### config.mk
export PLATFORM = sky130hd
export DESIGN_NAME = mips_cpu_mem_master
export DESIGN_NICKNAME = d
export VERILOG_FILES = /design/src/rtl/mips_cpu_mem_master.sv
export SDC_FILE = /design/constraint.sdc
export NUM_CORES = 1
export LEC_CHECK = 0
export CAP_MARGIN = 30
export CORE_MARGIN = 8
export CORE_UTILIZATION = 41
export CTS_CLUSTER_SIZE = 10
export DETAILED_ROUTE_END_ITERATION = 12
export GPL_TIMING_DRIVEN = 0
export PLACE_DENSITY = 0.77
export SETUP_SLACK_MARGIN = 0.02
export SKIP_LAST_GASP = 1
export SYNTH_ARGS = -nofsm -noshare
export SYNTH_HDL_FRONTEND = slang
export SYNTH_SLANG_ARGS = --single-unit
### constraint.sdc
create_clock -name clk -period 1.8 [get_ports clk]
set_input_delay 0.36 -clock clk [delete_from_list [all_inputs] [get_ports clk]]
set_output_delay 0.36 -clock clk [all_outputs]
set_load 0.01 [all_outputs]
### src/rtl/mips_cpu_mem_master.sv
// rtl/mips_cpu_mem_master.sv - Avalon-MM data master for single MIPS load/store requests
module mips_cpu_mem_master #(
  parameter int TIMEOUT_CYCLES = 1023
) (
  input  logic        clk,
  input  logic        rst_n,
  input  logic        req_valid,
  output logic        req_ready,
  input  logic        req_write,
  input  logic [1:0]  req_size,
  input  logic        req_signed,
  input  logic [31:0] req_addr,
  input  logic [31:0] req_wdata,
  output logic        resp_valid,
  output logic [31:0] resp_rdata,
  output logic        resp_error,
  output logic [31:0] address,
  output logic [3:0]  byteenable,
  output logic        read,
  output logic        write,
  output logic [31:0] writedata,
  input  logic        waitrequest,
  input  logic [31:0] readdata
);

  typedef enum logic [1:0] {IDLE, BUS, RESP} state_t;

  localparam logic [15:0] WAIT_LAST = 16'(TIMEOUT_CYCLES - 1);

  state_t      state, state_next;
  logic [1:0]  size_q;
  logic        signed_q;
  logic [1:0]  off_q;
  logic        write_q;
  logic [15:0] wait_cnt;

  logic        misaligned;
  logic [3:0]  be_req;
  logic [31:0] wdata_rep;
  logic [7:0]  lane_b;
  logic [15:0] lane_h;
  logic [31:0] load_data;
  logic        bus_timeout;

  always_comb begin
    misaligned = 1'b0;
    be_req     = 4'b1111;
    wdata_rep  = req_wdata;
    unique case (req_size)
      2'b00: begin
        be_req    = 4'b0001 << req_addr[1:0];
        wdata_rep = {4{req_wdata[7:0]}};
      end
      2'b01: begin
        be_req     = req_addr[1] ? 4'b1100 : 4'b0011;
        wdata_rep  = {2{req_wdata[15:0]}};
        misaligned = req_addr[0];
      end
      default: misaligned = |req_addr[1:0];
    endcase
  end

  // Lane extraction uses the offset/size captured at acceptance, not the live request.
  always_comb begin
    lane_b = readdata[7:0];
    unique case (off_q)
      2'd0: lane_b = readdata[7:0];
      2'd1: lane_b = readdata[15:8];
      2'd2: lane_b = readdata[23:16];
      default: lane_b = readdata[31:24];
    endcase
    lane_h = off_q[1] ? readdata[31:16] : readdata[15:0];
    unique case (size_q)
      2'b00:   load_data = {{24{signed_q & lane_b[7]}}, lane_b};
      2'b01:   load_data = {{16{signed_q & lane_h[15]}}, lane_h};
      default: load_data = readdata;
    endcase
  end

  assign bus_timeout = waitrequest && (wait_cnt >= WAIT_LAST);
  assign req_ready   = (state == IDLE);

  always_comb begin
    state_next = state;
    case (state)
      IDLE:    if (req_valid) state_next = misaligned ? RESP : BUS;
      BUS:     if (!waitrequest || bus_timeout) state_next = RESP;
      RESP:    state_next = IDLE;
      default: state_next = IDLE;
    endcase
  end

  always_ff @(posedge clk) begin
    if (!rst_n) begin
      state      <= IDLE;
      size_q     <= 2'b00;
      signed_q   <= 1'b0;
      off_q      <= 2'b00;
      write_q    <= 1'b0;
      wait_cnt   <= 16'd0;
      resp_valid <= 1'b0;
      resp_rdata <= 32'd0;
      resp_error <= 1'b0;
      address    <= 32'd0;
      byteenable <= 4'd0;
      read       <= 1'b0;
      write      <= 1'b0;
      writedata  <= 32'd0;
    end else begin
      state      <= state_next;
      resp_valid <= 1'b0;
      case (state)
        IDLE: if (req_valid) begin
          size_q   <= req_size;
          signed_q <= req_signed;
          off_q    <= req_addr[1:0];
          write_q  <= req_write;
          wait_cnt <= 16'd0;
          if (misaligned) begin
            resp_valid <= 1'b1;
            resp_error <= 1'b1;
            resp_rdata <= 32'd0;
          end else begin
            address    <= {req_addr[31:2], 2'b00};
            byteenable <= be_req;
            writedata  <= wdata_rep;
            read       <= !req_write;
            write      <= req_write;
          end
        end
        BUS: begin
          if (!waitrequest) begin
            read       <= 1'b0;
            write      <= 1'b0;
            resp_valid <= 1'b1;
            resp_error <= 1'b0;
            resp_rdata <= write_q ? 32'd0 : load_data;
          end else begin
            if (wait_cnt != 16'hFFFF) wait_cnt <= wait_cnt + 16'd1;
            if (bus_timeout) begin
              read       <= 1'b0;
              write      <= 1'b0;
              resp_valid <= 1'b1;
              resp_error <= 1'b1;
              resp_rdata <= 32'd0;
            end
          end
        end
        default: ;
      endcase
    end
  end

endmodule

==> results of run 1 <==
## cells by family (layout without fill, tap and decap cells)
| family | count (synthesis) | in the layout | synth area share |
|---|---|---|---|
| AND/OR/NAND/NOR | 262 | 262 | 0.206 |
| buffers and inverters | 69 | 322 | 0.0498 |
| adder cells (fa/ha/maj) | 2 | 2 | 0.00419 |
| AO/OA/AOI/OAI | 185 | 185 | 0.237 |
| other | 1 | 3 | 0.000628 |
| multiplexers | 47 | 47 | 0.0804 |
| flip-flops | 126 | 126 | 0.422 |
## power by group through the flow
stage	combinational, W	clock, W	sequential (W)
after floorplan	0.000555	0	0.00310
after global routing	0.00150	0.00398	0.00301
final	0.00139	0.00380	0.00299
after detailed placement	0.00130	0	0.00306
after global placement	0.00129	0	0.00305
after CTS	0.00137	0.00385	0.00300
## stage by stage
step / hold slack, ps / power (W) / setup TNS [ps]
floorplan: 444 / 0.00366 / 0
global placement: 445 / 0.00435 / -80180
detailed placement: 450 / 0.00435 / -79800
CTS: 464 / 0.00822 / -36.0
global route: 350 / 0.00849 / -178
finish: 350 / 0.00818 / 0
## worst paths after layout
| check | startpoint | endpoint | slack [ps] | cells past startpoint |
|---|---|---|---|---|
| setup / recovery | wait_cnt[6]$_SDFFE_PN0P_ | wait_cnt[14]$_SDFFE_PN0P_ | 2 | 5 |
| hold / removal | req_addr[0] | off_q[0]$_SDFFE_PN0P_ | 350 | 3 |
| hold reg to reg | address[25]$_SDFFE_PN0P_ | address[25]$_SDFFE_PN0P_ | 460 | 2 |
| setup reg to reg | wait_cnt[6]$_SDFFE_PN0P_ | wait_cnt[14]$_SDFFE_PN0P_ | 2 | 5 |
## area by class of cell
cell class / instances / area [um2] / share of cell area
clock buffer: 18 / 439 / 0.0468
timing repair buffer: 224 / 2190 / 0.234
clock inverter: 14 / 216 / 0.0231
sequential: 126 / 2540 / 0.271
inverter: 14 / 52.6 / 0.00560
multi-input combinational: 498 / 3380 / 0.360
tap: 184 / 230 / 0.0245
antenna: 1 / 2.50 / 0.000267
buffer: 52 / 327 / 0.0348
## sequential cells by signal (all words and copies together) (netlist names), 2 cells and up
signal / flops
address: 30
byteenable: 4
off_q: 2
resp_rdata: 32
size_q: 2
state: 2
wait_cnt: 16
writedata: 32
## per-layer routing
layer	track usage	vias up	wire length, um
met1	0.252	2768	8330
met3	0.0804	40	2130
li1	-	2957	-
met2	0.336	246	9070
met5	0	-	8
met4	0.0940	2	550
## cell usage after synthesis, drive strengths merged (4+ instances only)
master,instances,area (um2)
a21boi,52,390
a21oi,17,85.1
a221o,7,70.1
a221oi,8,70.1
a22o,8,70.1
buf,25,133
clkbuf,30,113
dfxtp,126,2520
inv,14,52.6
mux2,8,90.1
mux2i,39,390
nand2,168,631
nand2b,14,87.6
nand3,16,85.1
nor2,8,30.0
nor2b,17,106
nor3,7,35.0
nor3b,4,35.0
nor4,6,43.8
o211a,19,190
o211ai,9,67.6
o21ai,21,105
o22ai,9,56.3
o2bb2ai,16,140
or4,4,30.0
## critical path, cell delays in order (launching register included)
cell	delay, ps
dfxtp_4	370
nand4_4	140
or4_1	500
buf_6	160
or4_1	410
a21oi_1	150
## cell usage in the layout, fill, tap and decap left out, types with 5 or more instances in the layout
master           count
a21boi_0            52
a21oi_1             15
a221o_1              7
a221oi_1             8
a22o_1               8
buf_2               12
buf_4               23
buf_6                7
bufinv_16            5
clkbuf_1            12
clkbuf_16           17
clkbuf_2            10
clkbuf_4             5
clkdlybuf4s50_1    199
dfxtp_1            119
dlygate4sd2_1        5
inv_1               13
mux2_2               8
mux2i_1             37
nand2_1            167
nand2b_1            14
nand3_1             14
nor2_1               7
nor2b_1             17
nor3_1               5
o211a_1             19
o211ai_1             9
o21ai_0             20
o22ai_1              8
o2bb2ai_1           15
## what timing repair did
action,in CTS,in global routing
buffers inserted,12,5
endpoints found under the setup margin,119,96
pin swaps,8,7
resized for setup,65,49
cloned,1,0
==> run metrics, run 1 <==
Util after Layout 0.653; pin count of the biggest net entering global routing 20; clock buffer depth 2; Routability Congestion 0.880; # Max-Cap Violations 0; P&R area growth vs syn 57.1%; clk sinks 126; drt pass-1 iters 4; GRT Util Overall 0.213; Worst setup EP type flop; CTS H-Tree Depth 4; Async SR Flop Fraction 0; Post-Place Cells 1083; worst slew pin tran 600 ps; CTS Buf Count 17; Post-CTS Hold Buffers 0; first-pass GRT wire length 31300 um; Ys Warns 0; gr ovfl total 0; die area 18700 um2; Net Sw Power 0.00204 W; vias 6013; # DRC 0; vias per cell 5.32; setup violators final 0; DR iter-0 viols 293; Cell variety after synth 64; Non-Filler Instances 1131; Seq pwr share 0.366; VDD IR max 0.000587 V; static leakage 3.68 nW; initial antenna violation count 2; CTS tree built; drt total wl 20100 um; flops & latches, synth 126; final instance area 9390 um2; Ports 209; remaining antenna violation count after routing 0; worst slack, placed -964 ps; Pint 0.00614 W; vias in the first global route 5942; register area share after synthesis 0.422; Power Dens Cells 872 nW/um2; Comb pwr share 0.170; Netlist Area Pre-Place 5980 um2; Sw Share 0.249; Post-synth EDFFs 0; crit path DAT 2140 ps; RSZ-0062 raised after global routing true; CP max FO 10; Setup CP Type flop to flop; number of port buffers 206; # fillers 1210; Mapped Cells 692; share of cells above drive strength 1 0.147; Data required, critical path 2140 ps; Clock transition at path regs 60 ps; Starting Density 0.416; # rows 44; final hold vios 0; PnR worst setup slack 2.12 ps; Area after DPL 8290 um2; HPWL reported at the end of detailed placement 15000 um; Core Area 14400 um2; startpoint types flop; Clk Latency, worst-skew pair 410 ps; Tcrit/Tclk final 0.999; clock group share of total power 0.464; min cycle time layout 1800 ps; Hold WC Path Type primary input to flop; ys flop type dfxtp_1; Avg Cell Area, Syn 8.64 um2; Max Fclk 556 MHz; routed length per placed instance 17.8 um; Total Nets Final 1039; worst-case clock skew 6.54 ps; Slew HR 0.599; die height 137 um; Final Max Slew Viols 0; status finished clean; Die W 137 um; Root Buffer clkbuf_16
No activity file was read; power rests on OpenSTA's default activity.
==> run 2, diff against run 1 <==
--- a/config.mk
+++ b/config.mk
@@ -7,11 +7,11 @@
 export LEC_CHECK = 0
 export CAP_MARGIN = 30
 export CORE_MARGIN = 8
-export CORE_UTILIZATION = 41
-export CTS_CLUSTER_SIZE = 10
+export CORE_UTILIZATION = 46
+export CTS_CLUSTER_SIZE = 14
 export DETAILED_ROUTE_END_ITERATION = 12
 export GPL_TIMING_DRIVEN = 0
-export PLACE_DENSITY = 0.77
+export PLACE_DENSITY = 0.81
 export SETUP_SLACK_MARGIN = 0.02
 export SKIP_LAST_GASP = 1
 export SYNTH_ARGS = -nofsm -noshare
==> constraint.sdc (replaced) <==
create_clock -name clk -period 1.7 [get_ports clk]
set_input_delay 0.34 -clock clk [delete_from_list [all_inputs] [get_ports clk]]
set_output_delay 0.34 -clock clk [all_outputs]
set_load 0.01 [all_outputs]
==> run 2 against run 1 <==
Against the previous run: the flow now finishes with violations (setup timing); cell area up 9.5%; clock power down 6.8%; count of clock-buffer cells in the layout up 4; largest cell class unchanged.
==> run metrics, run 2 (synthesized netlist as in run 1, its figures left out) <==
Util after Layout 0.811; Slew HR 0.564; Final Max Slew Viols 0; slowest cell on the critical path or3b_1; initial antenna violation count 2; setup violators final 55; Post-CTS Hold Buffers 0; Root Buffer clkbuf_16; die height 130 um; Ports 209; FF+latch area 2560 um2; Total Nets Final 1077; Tcrit/Tclk final 1.11; Core Area 12700 um2; P&R area growth vs syn 71.9%; final hold vios 0; DR iter-0 viols 729; first-pass GRT wire length 34800 um; Data required, critical path 2000 ps; clock buffer depth 2; CP max FO 7; die area 16900 um2; Power Dens Cells 824 nW/um2; clk sinks 126; CTS Buf Count 17; Routability Congestion 0.905; # rows 41; vias in the first global route 6551; Regs by FF count resp_rdata (32), writedata (32), address (30); CTS tree built; min cycle time layout 1880 ps; drt pass-1 iters 5; area of the multi-input gates 3720 um2; Worst setup EP type flop; Clk Latency, worst-skew pair 420 ps; Max stage delay on crit path 370 ps; Max Fclk 532 MHz; share of cells above drive strength 1 0.226; Worst Hold Depth 3; gr ovfl total 0; Setup CP Type flop to flop; commonest cells after routing, fill and taps aside nand2_1, clkdlybuf4s50_1, dfxtp_1; # fillers 750; Die W 130 um; commonest non-fill, non-tap cell in the layout nand2_1; PnR worst setup slack -180 ps; status finished with violations; violated checks setup timing; HPWL reported at the end of detailed placement 15900 um; number of port buffers 206; drt total wl 25700 um; worst-case clock skew 8.55 ps; vias 6917; Setup TNS -4080 ps; static leakage 4.75 nW; CTS H-Tree Depth 4; remaining antenna violation count after routing 0; Clock transition at path regs 50 ps; # DRC 0; crit-path cells buf_6 > or3b_1 > buf_6 > nand2_4 > o32ai_4 > buf_12 > buf_8 > a221o_1; R2R depth 8; worst slew pin tran 652 ps; Starting Density 0.472; Hold WC Path Type primary input to flop; GRT Util Overall 0.263; RSZ-0062 raised after global routing true; startpoint types flop; pin count of the biggest net entering global routing 20; Pwr Total 0.00846 W; crit path DAT 2180 ps; VDD IR max 0.000743 V; routed length per placed instance 22.2 um; # Max-Cap Violations 0; Most Frequent Cell on Critical Path buf_6; vias per cell 5.98
run 2: repair_timing:
item | in CTS | in global routing
gates cloned | 4 | 8
setup buffers | 26 | 21
pin swaps | 25 | 16
setup endpoints to repair | 137 | 134
endpoints found under the hold margin | 0 | 0
gates resized for setup | 125 | 151
run 2: final timing paths:
path	slack, ps	to	start
setup / recovery	-180	resp_rdata[12]$_SDFFE_PN0P_	state[1]$_SDFFE_PN0P_
hold / removal	390	off_q[0]$_SDFFE_PN0P_	req_addr[0]
setup reg to reg	-180	resp_rdata[12]$_SDFFE_PN0P_	state[1]$_SDFFE_PN0P_
hold reg to reg	460	address[25]$_SDFFE_PN0P_	address[25]$_SDFFE_PN0P_
run 2: metal layers:
metal / track usage / vias up / wire (um)
met5: 0 / - / 11
met1: 0.286 / 3280 / 9430
li1: - / 3037 / -
met3: 0.0820 / 127 / 2640
met2: 0.462 / 471 / 12200
met4: 0.117 / 2 / 1360
run 2: layout make-up:
class                   count  area share
multi-input cells         498       0.362
repair buffers            262       0.269
flip-flops and latches    126       0.249
clock buffers              22      0.0462
plain buffers              52      0.0385
well taps                 172      0.0209
clock inverters             8     0.00877
inverters                  14     0.00536
diodes                      2    0.000487
run 2: where the power goes:
group / internal [W] / switching (W) / total [W]
clock network: 0.00224 / 0.00130 / 0.00354
logic: 0.000903 / 0.000841 / 0.00174
registers: 0.00309 / 0.0000938 / 0.00318
run 2: metrics by stage:
step / instances / setup slack (ps) / hold WS [ps] / area, um2
CTS: 1129 / -148 / 444 / 9610
detailed placement: 1071 / -1010 / 450 / 8340
floorplan: 693 / 6.26 / 444 / 6070
finish: 1156 / -180 / 389 / 10300
global route: 1155 / -245 / 390 / 10300
global placement: 1071 / -932 / 444 / 8340
run 2: worst max-delay path: cells and delay by family, from the launching register on:
| kind | cells | cell delay [ps] |
|---|---|---|
| buffers and inverters | 4 | 560 |
| AO/OA/AOI/OAI | 2 | 420 |
| flip-flops | 1 | 330 |
| AND/OR/NAND/NOR | 2 | 430 |
